==> src/rtl/descrambler_lock_pkg.sv <==
// Shared definitions for the 64b/66b receive descrambler and block-lock logic.
//   - lock_state_t : block-lock FSM states
//   - HDR_DATA / HDR_CTRL : the two legal sync headers
//   - TAP_A / TAP_B : taps of the x^58 + x^39 + 1 self-synchronous polynomial
//   - hdr_is_valid() : legal-header test used by the lock FSM and hdr_err flag
package descrambler_lock_pkg;

  typedef enum logic [1:0] {
    ST_HUNT      = 2'd0,
    ST_LOCKED    = 2'd1,
    ST_SLIP_WAIT = 2'd2
  } lock_state_t;

  localparam logic [1:0] HDR_DATA = 2'b01;
  localparam logic [1:0] HDR_CTRL = 2'b10;

  localparam int TAP_A  = 39;
  localparam int TAP_B  = 58;
  localparam int HIST_W = TAP_B;  // history depth equals the longest tap
  localparam int DATA_W = 64;

  function automatic logic hdr_is_valid(input logic [1:0] hdr);
    return (hdr == HDR_DATA) || (hdr == HDR_CTRL);
  endfunction

endpackage

==> src/rtl/descrambler_lock_if.sv <==
// Block stream bundle between the aligner, the descrambler/lock block and
// the downstream decoder.
//   slave  : the descrambler side (consumes rx_*, produces out_*/lock/slip)
//   master : the environment side (produces rx_*, consumes the results)
interface descrambler_lock_if;

  logic        rx_valid;
  logic [1:0]  rx_header;
  logic [63:0] rx_data;

  logic        out_valid;
  logic [1:0]  out_header;
  logic [63:0] out_data;
  logic        out_hdr_err;
  logic        block_lock;
  logic        slip;

  modport slave (
    input  rx_valid, rx_header, rx_data,
    output out_valid, out_header, out_data, out_hdr_err, block_lock, slip
  );

  modport master (
    output rx_valid, rx_header, rx_data,
    input  out_valid, out_header, out_data, out_hdr_err, block_lock, slip
  );

endinterface

==> src/rtl/descrambler_core.sv <==
// Self-synchronous x^58 + x^39 + 1 descrambler for one 64-bit payload.
//   clk      : clock
//   srst     : synchronous active-high reset (clears the history)
//   en       : a block is present; advances the history
//   data_in  : scrambled payload, bit 0 first on the line
//   data_out : descrambled payload (combinational from data_in and history)
module descrambler_core
  import descrambler_lock_pkg::*;
(
  input  logic              clk,
  input  logic              srst,
  input  logic              en,
  input  logic [DATA_W-1:0] data_in,
  output logic [DATA_W-1:0] data_out
);

  // Only the part of the line stream that a tap can reach is assembled:
  // the highest index used is (DATA_W-1) + (TAP_B-TAP_A).
  localparam int TAP_D = TAP_B - TAP_A;
  localparam int S_W   = DATA_W + TAP_D;

  logic [HIST_W-1:0] prev_reg;  // prev_reg[k] = scrambled bit k+6 of last block
  logic [S_W-1:0]    s_vec;

  assign s_vec = {data_in[S_W-HIST_W-1:0], prev_reg};

  // Bit i sees the line bit 39 positions earlier (s_vec[i+19]) and the one
  // 58 positions earlier (s_vec[i]); both may fall inside the current block.
  generate
    for (genvar gi = 0; gi < DATA_W; gi++) begin : g_xor
      assign data_out[gi] = data_in[gi] ^ s_vec[gi+TAP_D] ^ s_vec[gi];
    end
  endgenerate

  always_ff @(posedge clk) begin
    if (srst) begin
      prev_reg <= '0;
    end else if (en) begin
      prev_reg <= data_in[DATA_W-1:DATA_W-HIST_W];
    end
  end

endmodule

==> src/rtl/descrambler_lock.sv <==
// 64b/66b receive path: descrambles the payload and runs block lock on the
// sync headers, requesting a one-bit slip from the aligner on bad alignment.
//   CLK   : clock, rising edge
//   reset : synchronous active-high reset
//   bus   : block stream (rx_* in; out_*, block_lock, slip out), 1-cycle latency
module descrambler_lock
  import descrambler_lock_pkg::*;
#(
  parameter int LOCK_CNT  = 64,
  parameter int WINDOW    = 64,
  parameter int ERR_LIMIT = 16,
  parameter int SLIP_HOLD = 2
) (
  input  logic               CLK,
  input  logic               reset,
  descrambler_lock_if.slave  bus
);

  localparam int MAX_A = (LOCK_CNT > WINDOW) ? LOCK_CNT : WINDOW;
  localparam int MAX_B = (ERR_LIMIT > SLIP_HOLD) ? ERR_LIMIT : SLIP_HOLD;
  localparam int MAX_P = (MAX_A > MAX_B) ? MAX_A : MAX_B;
  localparam int CNT_W = $clog2(MAX_P) + 1;

  localparam logic [CNT_W-1:0] LOCK_CNT_C  = CNT_W'(LOCK_CNT);
  localparam logic [CNT_W-1:0] WINDOW_C    = CNT_W'(WINDOW);
  localparam logic [CNT_W-1:0] ERR_LIMIT_C = CNT_W'(ERR_LIMIT);
  localparam logic [CNT_W-1:0] SLIP_HOLD_C = CNT_W'(SLIP_HOLD);

  function automatic logic [CNT_W-1:0] sat_inc(input logic [CNT_W-1:0] c);
    return (&c) ? c : c + 1'b1;
  endfunction

  lock_state_t      state_reg, state_next;
  logic [CNT_W-1:0] good_cnt_reg, good_cnt_next;
  logic [CNT_W-1:0] win_cnt_reg, win_cnt_next;
  logic [CNT_W-1:0] err_cnt_reg, err_cnt_next;
  logic [CNT_W-1:0] hold_cnt_reg, hold_cnt_next;
  logic             block_lock_reg, block_lock_next;
  logic             slip_reg, slip_next;

  logic             out_valid_reg;
  logic [1:0]       out_header_reg;
  logic [63:0]      out_data_reg;
  logic             out_hdr_err_reg;

  logic             hdr_ok;
  logic [63:0]      desc_data;
  logic [CNT_W-1:0] good_inc, win_inc, err_inc, hold_inc;

  assign hdr_ok   = hdr_is_valid(bus.rx_header);
  assign good_inc = sat_inc(good_cnt_reg);
  assign win_inc  = sat_inc(win_cnt_reg);
  assign err_inc  = hdr_ok ? err_cnt_reg : sat_inc(err_cnt_reg);
  assign hold_inc = sat_inc(hold_cnt_reg);

  descrambler_core u_core (
    .clk      (CLK),
    .srst     (reset),
    .en       (bus.rx_valid),
    .data_in  (bus.rx_data),
    .data_out (desc_data)
  );

  always_ff @(posedge CLK) begin
    if (reset) begin
      state_reg      <= ST_HUNT;
      good_cnt_reg   <= '0;
      win_cnt_reg    <= '0;
      err_cnt_reg    <= '0;
      hold_cnt_reg   <= '0;
      block_lock_reg <= 1'b0;
      slip_reg       <= 1'b0;
    end else begin
      state_reg      <= state_next;
      good_cnt_reg   <= good_cnt_next;
      win_cnt_reg    <= win_cnt_next;
      err_cnt_reg    <= err_cnt_next;
      hold_cnt_reg   <= hold_cnt_next;
      block_lock_reg <= block_lock_next;
      slip_reg       <= slip_next;
    end
  end

  // The FSM only moves on cycles carrying a block; slip is a single-cycle
  // pulse because its default is 0 and it is set only on a block cycle.
  always_comb begin
    state_next      = state_reg;
    good_cnt_next   = good_cnt_reg;
    win_cnt_next    = win_cnt_reg;
    err_cnt_next    = err_cnt_reg;
    hold_cnt_next   = hold_cnt_reg;
    block_lock_next = block_lock_reg;
    slip_next       = 1'b0;
    if (bus.rx_valid) begin
      case (state_reg)
        ST_HUNT: begin
          if (hdr_ok) begin
            good_cnt_next = good_inc;
            if (good_inc == LOCK_CNT_C) begin
              state_next      = ST_LOCKED;
              block_lock_next = 1'b1;
              good_cnt_next   = '0;
              win_cnt_next    = '0;
              err_cnt_next    = '0;
            end
          end else begin
            slip_next     = 1'b1;
            good_cnt_next = '0;
            hold_cnt_next = '0;
            state_next    = ST_SLIP_WAIT;
          end
        end
        ST_LOCKED: begin
          // Error limit beats window end when both land on the same block.
          if (err_inc == ERR_LIMIT_C) begin
            block_lock_next = 1'b0;
            slip_next       = 1'b1;
            hold_cnt_next   = '0;
            win_cnt_next    = '0;
            err_cnt_next    = '0;
            state_next      = ST_SLIP_WAIT;
          end else if (win_inc == WINDOW_C) begin
            win_cnt_next = '0;
            err_cnt_next = '0;
          end else begin
            win_cnt_next = win_inc;
            err_cnt_next = err_inc;
          end
        end
        ST_SLIP_WAIT: begin
          // Blocks right after a slip straddle the old and new alignment,
          // so their headers are not trusted.
          if (hold_inc == SLIP_HOLD_C) begin
            hold_cnt_next = '0;
            good_cnt_next = '0;
            state_next    = ST_HUNT;
          end else begin
            hold_cnt_next = hold_inc;
          end
        end
        default: begin
          state_next = ST_HUNT;
        end
      endcase
    end
  end

  always_ff @(posedge CLK) begin
    if (reset) begin
      out_valid_reg   <= 1'b0;
      out_header_reg  <= 2'b00;
      out_data_reg    <= '0;
      out_hdr_err_reg <= 1'b0;
    end else begin
      out_valid_reg   <= bus.rx_valid;
      out_header_reg  <= bus.rx_header;
      out_data_reg    <= desc_data;
      out_hdr_err_reg <= ~hdr_ok;
    end
  end

  assign bus.out_valid   = out_valid_reg;
  assign bus.out_header  = out_header_reg;
  assign bus.out_data    = out_data_reg;
  assign bus.out_hdr_err = out_hdr_err_reg;
  assign bus.block_lock  = block_lock_reg;
  assign bus.slip        = slip_reg;

endmodule

==> src/flat_wrapper.sv <==
// flat-port wrapper written by rule: the top's interface ports become plain ports
module descrambler_lock_flat import descrambler_lock_pkg::*;
#(
  parameter int LOCK_CNT  = 64,
  parameter int WINDOW    = 64,
  parameter int ERR_LIMIT = 16,
  parameter int SLIP_HOLD = 2
)
  (CLK, reset, bus_rx_valid, bus_rx_header, bus_rx_data, bus_out_valid, bus_out_header, bus_out_data, bus_out_hdr_err, bus_block_lock, bus_slip);
  descrambler_lock_if bus_i ();
  input  logic CLK;
  input  logic reset;
  input wire logic [$bits(bus_i.rx_valid)-1:0] bus_rx_valid;
  input wire logic [$bits(bus_i.rx_header)-1:0] bus_rx_header;
  input wire logic [$bits(bus_i.rx_data)-1:0] bus_rx_data;
  output wire logic [$bits(bus_i.out_valid)-1:0] bus_out_valid;
  output wire logic [$bits(bus_i.out_header)-1:0] bus_out_header;
  output wire logic [$bits(bus_i.out_data)-1:0] bus_out_data;
  output wire logic [$bits(bus_i.out_hdr_err)-1:0] bus_out_hdr_err;
  output wire logic [$bits(bus_i.block_lock)-1:0] bus_block_lock;
  output wire logic [$bits(bus_i.slip)-1:0] bus_slip;
  assign bus_i.rx_valid = bus_rx_valid;
  assign bus_i.rx_header = bus_rx_header;
  assign bus_i.rx_data = bus_rx_data;
  assign bus_out_valid = bus_i.out_valid;
  assign bus_out_header = bus_i.out_header;
  assign bus_out_data = bus_i.out_data;
  assign bus_out_hdr_err = bus_i.out_hdr_err;
  assign bus_block_lock = bus_i.block_lock;
  assign bus_slip = bus_i.slip;
  descrambler_lock #(.LOCK_CNT(LOCK_CNT), .WINDOW(WINDOW), .ERR_LIMIT(ERR_LIMIT), .SLIP_HOLD(SLIP_HOLD)) u_core (.CLK(CLK), .reset(reset), .bus(bus_i));
endmodule
==> config.mk <==
export PLATFORM = sky130hd
export DESIGN_NAME = descrambler_lock_flat
export DESIGN_NICKNAME = d
export VERILOG_FILES = /design/src/rtl/descrambler_lock_pkg.sv /design/src/rtl/descrambler_lock_if.sv /design/src/rtl/descrambler_core.sv /design/src/rtl/descrambler_lock.sv /design/src/flat_wrapper.sv
export SDC_FILE = /design/constraint.sdc
export NUM_CORES = 1
export LEC_CHECK = 0
export CELL_PAD_IN_SITES_DETAIL_PLACEMENT = 1
export CELL_PAD_IN_SITES_GLOBAL_PLACEMENT = 1
export CORE_MARGIN = 2
export CORE_UTILIZATION = 35
export CTS_BUF_LIST = sky130_fd_sc_hd__clkbuf_8
export DETAILED_ROUTE_END_ITERATION = 16
export PLACE_DENSITY_LB_ADDON = 0.15
export SLEW_MARGIN = 20
export SYNTH_ARGS = -nofsm -noshare
export SYNTH_HDL_FRONTEND = slang
export SYNTH_SLANG_ARGS = --single-unit
export TNS_END_PERCENT = 5
==> constraint.sdc <==
create_clock -name CLK -period 2.56 [get_ports CLK]
set_input_delay 0.768 -clock CLK [delete_from_list [all_inputs] [get_ports CLK]]
set_output_delay 0.768 -clock CLK [all_outputs]
set_load 0.02 [all_outputs]
# ---- Word level (Yosys, flattened, before mapping)
# Cells that the tools add are included.
dict set report word_totals {
  regBits 158
  latchBits 0
  ram_bits 0
  romBits 0
  in_bits 69
  out_inout_bits 70
  n_memories 0
}
dict set report classes {
  n_addsub 4
  n_mul 0
  n_div 0
  order_cmp 0
  eq_ne 14
  shifts 0
  n_mux 33
  bitwise 130
  reduce_logical 15
}
# operator count
set op_table {}
lappend op_table {{$xor A1 B1 Y1} 128}
lappend op_table {{$mux W7} 17}
lappend op_table {{$pmux W7 S2} 3}
lappend op_table {{$add A7 B1 Y7 const B} 4}
lappend op_table {{$reduce_and A7 Y1} 4}
lappend op_table {{$pmux W7 S3} 1}
lappend op_table {{$eq A7 B7 Y1 const B} 2}
lappend op_table {{$reduce_and A4 Y1} 3}
lappend op_table {{$mux W2} 4}
lappend op_table {{$ne A2 B2 Y1 const B} 4}
lappend op_table {{$eq A7 B2 Y1 const B} 1}
lappend op_table {{$eq A7 B5 Y1 const B} 1}
lappend op_table {{$pmux W2 S3} 1}
lappend op_table {{$mux W1} 5}
lappend op_table {{$reduce_and A5 Y1} 1}
lappend op_table {{$eq A2 B1 Y1 const B} 2}
lappend op_table {{$eq A2 B2 Y1 const B} 2}
lappend op_table {{$pmux W1 S2} 2}
lappend op_table {{$reduce_bool A2 Y1} 2}
lappend op_table {{$ne A3 B3 Y1 const B} 1}
lappend op_table {{$reduce_and A3 Y1} 1}
lappend op_table {{$reduce_bool A3 Y1} 1}
lappend op_table {{$logic_not A2 Y1} 1}
lappend op_table {{$ne A2 B1 Y1 const B} 1}
lappend op_table {{other kinds (3)} 4}

# ---- Longest topological paths before layout
dict set report depth {
  ltp_word 6
  depth_mapped 9
  ltp_nobuf 7
}

# ---- By module
# Synthesis repeated with hierarchy kept, for this count alone.
dict set report unflattened {
  hier_cells 725
  area_unflattened_um2 7169.4
}
# mod instances cells_per_inst area_each_um2 seq_area_each_um2
set by_module_without_submodules {}
lappend by_module_without_submodules {descrambler_lock 1 410 3980.1 2001.9}
lappend by_module_without_submodules {descrambler_core 1 315 3189.3 1161.1}

# ---- Least setup slack after synthesis
# No wires, ideal clock.
dict set report synth_timing {
  path_type {input port to flip-flop}
  from {in bus_rx_header[0]}
  to {reg u_core.win_cnt_reg[0]}
  setup_time_ns 0.126
  t_arrival_ns 2.251
  slack_ns 0.183
  cell_stages 7
  path_buffers 1
  path_cell_list {xnor2_1 > or3_1 > a211o_1 > or2_1 > buf_2 > o221ai_4 > nor3_1}
}
dict set report synth_between {
  elab_chain_len 6
  elab_cells_between_ends 9
  classes_between {eq/ne (4); mux (3); reduce/logical (2)}
}
# element line
set synth_lines {}
lappend synth_lines {{start, declared} flat_wrapper.sv:14} ;# input wire logic [$bits(bus_i.rx_header)-1:0] bus_rx_header;
lappend synth_lines {{$eq A2 B1 Y1 / $eq A2 B2 Y1 (equally long branches)} descrambler_lock_pkg.sv:23} ;# return (hdr == HDR_DATA) || (hdr == HDR_CTRL);
lappend synth_lines {{$logic_or A1 B1 Y1 (*)} descrambler_lock_pkg.sv:23}
lappend synth_lines {{$mux W7} descrambler_lock.sv:53} ;# assign err_inc = hdr_ok ? err_cnt_reg : sat_inc(err_cnt_reg);
lappend synth_lines {{$eq A7 B5 Y1} descrambler_lock.sv:115} ;# if (err_inc == ERR_LIMIT_C) begin
lappend synth_lines {{$mux W7} descrambler_lock.sv:115}
lappend synth_lines {{$pmux W7 S2} descrambler_lock.sv:95} ;# case (state_reg)
lappend synth_lines {{end signal, assigned} descrambler_lock.sv:76} ;# win_cnt_reg <= win_cnt_next;
lappend synth_lines {{end, declared} descrambler_lock.sv:35} ;# logic [CNT_W-1:0] win_cnt_reg, win_cnt_next;
# Mark *: on every way between the ends. The rest lies on a longest branch, timed or not.
# A chain may end at the register's enable or synchronous reset.

# ---- Worst setup path in the final report
dict set report layout_timing {
  from {in bus_rx_header[1]}
  to {reg u_core.state_reg[0]}
}
dict set report layout_between {
  elab_chain_len 6
  elab_cells_between_ends 10
  classes_between {eq/ne (5); mux (3); reduce/logical (2)}
}
# element line
set layout_lines {}
lappend layout_lines {{$eq A2 B1 Y1 / $eq A2 B2 Y1 (equally long branches)} descrambler_lock_pkg.sv:23}
lappend layout_lines {{$logic_or A1 B1 Y1 (*)} descrambler_lock_pkg.sv:23}
lappend layout_lines {{$mux W7} descrambler_lock.sv:53}
lappend layout_lines {{$eq A7 B5 Y1} descrambler_lock.sv:115}
lappend layout_lines {{$ne A2 B2 Y1 (no source line)} n/a}
lappend layout_lines {{$reduce_and A4 Y1 (no source line)} n/a}
lappend layout_lines {{end signal, assigned} descrambler_lock.sv:74} ;# state_reg <= state_next;
lappend layout_lines {{end, declared} descrambler_lock.sv:33} ;# lock_state_t state_reg, state_next;
# Marked as above.

==> summary.md <==
| Metric | Value |
|---|---|
| Status | `complete, no violations` |
| Final setup margin | `0.02509 ns` |
| R2R Setup Slk | `0.20 ns` |
| 1st-iter DRT viols | `220` |
| Hold crit path type | `reg2reg` |
| Vias per std cell | `4.881` |
| Final worst-path cycle share | `0.9902` |
| Post-DP Area | `8748 µm²` |
| Critical Path End Type | `flop` |
| Ports | `139` |
| Layout cell share with drive strength beyond 1 | `0.07355` |
| Gpl congestion | `0.7892` |
| Largest stage delay, worst path | `0.49 ns` |
| Pre-CTS setup slack | `-0.5016 ns` |
| Slowest CP cell | `clkdlybuf4s50_1` |
| Setup bufs post-CTS | `0` |
| WL/cell | `16.66 µm` |
| Reg2Reg Launch Point | `u_core.good_cnt_reg[1]$_SDFFE_PP0P_` |
| Core Util, Final | `0.4687` |
| # port buffers | `138` |
| Kind of cell adding the most delay to the critical path | `compound AO/OA/AOI/OAI gates` |
| GR Util All Layers | `0.1874` |
| Critical-path cell list | `clkdlybuf4s50_1, xnor2_2, or3_1, a211o_1, nor2_1, o21ai_0, a31o_2` |
| RSZ-0062 raised after global routing | `true` |
| # fillers | `2250` |
| Synth Instances | `762` |
| CTS root buf | `clkbuf_8` |
| Overflow after GRT | `0` |
| Dpl cells | `1144` |
| Max reg flops | `64` |
| Synthesized area per cell | `9.235 µm²` |
| Worst-path clk slew | `0.09 ns` |
| Die area | `21250 µm²` |
| First-pass GRT wire length | `32.22 mm` |
| Min Tclk post-route | `2.535 ns` |
| Crit-path max FO | `4` |
| Final HPWL DP | `14.26 mm` |
| Dominant synthesized flop cell | `dfxtp_1` |
| Final setup viols | `0` |
| Ys async rst share | `0` |
| Number of synthesized flops with an enable pin | `0` |
| Sequential area share after synthesis | `0.4495` |
| Startpoint types | `input pin` |
| Row count | `51` |
| CTS Buffer Depth | `2` |
| Worst Path Arrival | `2.88 ns` |
| CTS sink count | `158` |
| Setup CP Type | `in2reg` |
| Min-delay src | `u_core.u_core.prev_reg[13]$_SDFFE_PP0P_` |
| Core area | `19590 µm²` |
| PwrDens | `630.4 nW/µm²` |
| DRT Pass-1 Iters | `4` |
| Synthesis-to-layout area growth | `30.48%` |
| WHS Endpoint | `u_core.u_core.prev_reg[13]$_SDFFE_PP0P_` |
| CTS H-tree lvls | `4` |
| Synth Warn # | `0` |
| Fin Setup TNS | `0 ns` |
| Die height | `145.8 µm` |
| Final Slew Violations | `0` |
| #FFs+latches synth | `158` |
| Vias in the first global route | `6084` |
| Die width | `145.8 µm` |
| Fin. Hold Viols | `0` |
| Finished Layout Cells | `1176` |
| CP Buf/Inv Count | `1` |
| Max_slew headroom | `0.5656` |
| Layout net count | `971` |
| Initial antenna violation count | `0` |
| Routed Antenna Nets | `0` |
| Cells on worst reg2reg path | `8` |
| Slew at the pin closest to its max-slew limit | `0.6516 ns` |
| RR Endpoint | `u_core.win_cnt_reg[4]$_SDFFE_PP0P_` |
| Hold slack final | `0.5212 ns` |
| Diodes inserted | `0` |
| Max capacitance violation total | `0` |
| Clock Skew | `0.01446 ns` |
| F_max | `0.3945 GHz` |
| Synthesized area | `7037 µm²` |
| Pin count of the biggest net entering global routing | `142` |
| Synthesized Nets | `835` |
| DRC | `0` |
| Number of distinct library cells after synthesis | `55` |
| Clock insertion delay at the later pin of the skew report | `0.45 ns` |
| CP required | `2.90 ns` |
| Hold depth | `2` |
| Leakage | `3.719 nW` |
| Final wirelength | `19.59 mm` |
| CTS tree | `yes` |
| VDD IR-drop max | `0.3151 mV` |
| Cts bufs inserted | `17` |
| Tot Pwr | `5.788 mW` |
| Final non-filler cell area | `9181 µm²` |
| Initial Util | `0.3592` |
| Vias | `5740` |
## worst max path at each step
stage	start	end	slack [ns]	cells past startpoint
after global placement	bus_rx_header[1]	u_core.win_cnt_reg[0]$_SDFFE_PP0P_	-0.43	7
final	bus_rx_header[1]	u_core.state_reg[0]$_SDFFE_PP0P_	0.03	7
after global routing	bus_rx_header[1]	u_core.state_reg[0]$_SDFFE_PP0P_	-0.04	7
after detailed placement	bus_rx_header[1]	u_core.win_cnt_reg[0]$_SDFFE_PP0P_	-0.50	7
after floorplan	bus_rx_header[0]	u_core.win_cnt_reg[0]$_SDFFE_PP0P_	0.18	7
after CTS	bus_rx_header[1]	u_core.err_cnt_reg[1]$_SDFFE_PP0P_	0.01	8
## routing by layer
metal,GRT usage,vias up,routed length [µm]
met5,0,-,0
met2,0.3130,91,9498
met4,0.04902,0,200
met1,0.2393,2777,8971
li1,-,2857,-
met3,0.05141,15,920
## report_power, final
part           internal (mW)  switching [mW]
combinational          0.547           0.559
clock                  0.941            1.00
sequential              2.63           0.103
total                   4.12            1.67
## worst reg2reg max path, stage by stage (launching register included)
cell	delay, ns
dfxtp_1	0.35
ha_1	0.29
and3_1	0.25
nor4b_1	0.29
o311a_1	0.31
nand3_1	0.17
buf_4	0.21
a21o_1	0.18
a211oi_1	0.24
## cell families (layout without fill, tap and decap cells)
kind of cell | Yosys count | count (layout) | synth area share
AOI/OAI and AO/OA | 107 | 107 | 0.1078
muxes | 58 | 58 | 0.08250
buffers and inverters | 52 | 201 | 0.02845
and+or+nand+nor | 248 | 248 | 0.1567
xor gates and xnor gates | 135 | 135 | 0.1680
adders and majority gates | 4 | 4 | 0.007113
DFF | 158 | 158 | 0.4495
## layout make-up
cell class | count | area (µm²) | area share
multi-input cells | 552 | 3694 | 0.4023
flip-flops and latches | 158 | 3163 | 0.3445
repair buffers | 158 | 1539 | 0.1676
well taps | 265 | 331.6 | 0.03611
clock buffers | 19 | 261.5 | 0.02848
clock inverters | 13 | 151.4 | 0.01649
inverters | 11 | 41.29 | 0.004497
## cells in the mapped netlist (3+ instances only)
master,instances,share of area
o22ai_1,3,0.0027
nand2_1,26,0.014
buf_2,4,0.0028
o21ai_0,19,0.014
nor4_1,3,0.0027
ha_1,4,0.0071
o21a_1,4,0.0043
or3_1,4,0.0036
xor2_1,65,0.081
a211oi_1,11,0.012
a31o_2,4,0.0050
a21oi_1,22,0.016
xnor2_1,70,0.087
and2_1,4,0.0036
buf_1,5,0.0027
a41oi_1,3,0.0037
nor2_1,144,0.077
o211ai_1,6,0.0064
a31oi_1,4,0.0036
mux2i_1,58,0.083
or2_2,3,0.0027
nand4_1,4,0.0036
a21o_1,3,0.0032
dfxtp_1,158,0.45
and3_1,6,0.0053
nand3_1,23,0.016
clkbuf_1,32,0.017
inv_1,11,0.0059
a41o_1,3,0.0043
and4_1,3,0.0037
nor3_1,11,0.0078
nor2b_1,5,0.0044
nand2b_1,6,0.0053
## placed cells by master, fill, tap and decap left out, types with 21 or more instances in the layout
master / Yosys / routed
nand2_1: 26 / 26
a21oi_1: 22 / 22
clkdlybuf4s50_1: 0 / 136
dfxtp_1: 158 / 158
xor2_1: 65 / 65
nand3_1: 23 / 23
nor2_1: 144 / 144
xnor2_1: 70 / 69
mux2i_1: 58 / 58
buf_4: 0 / 21
## what timing repair did
action | CTS | global route
pin swaps | 0 | 1
setup endpoints to repair | 1 | 11
resized for setup | 1 | 3
hold buffers | 0 | 0
endpoints found under the hold margin | 0 | 0
Power figures use the tool's default switching activity.
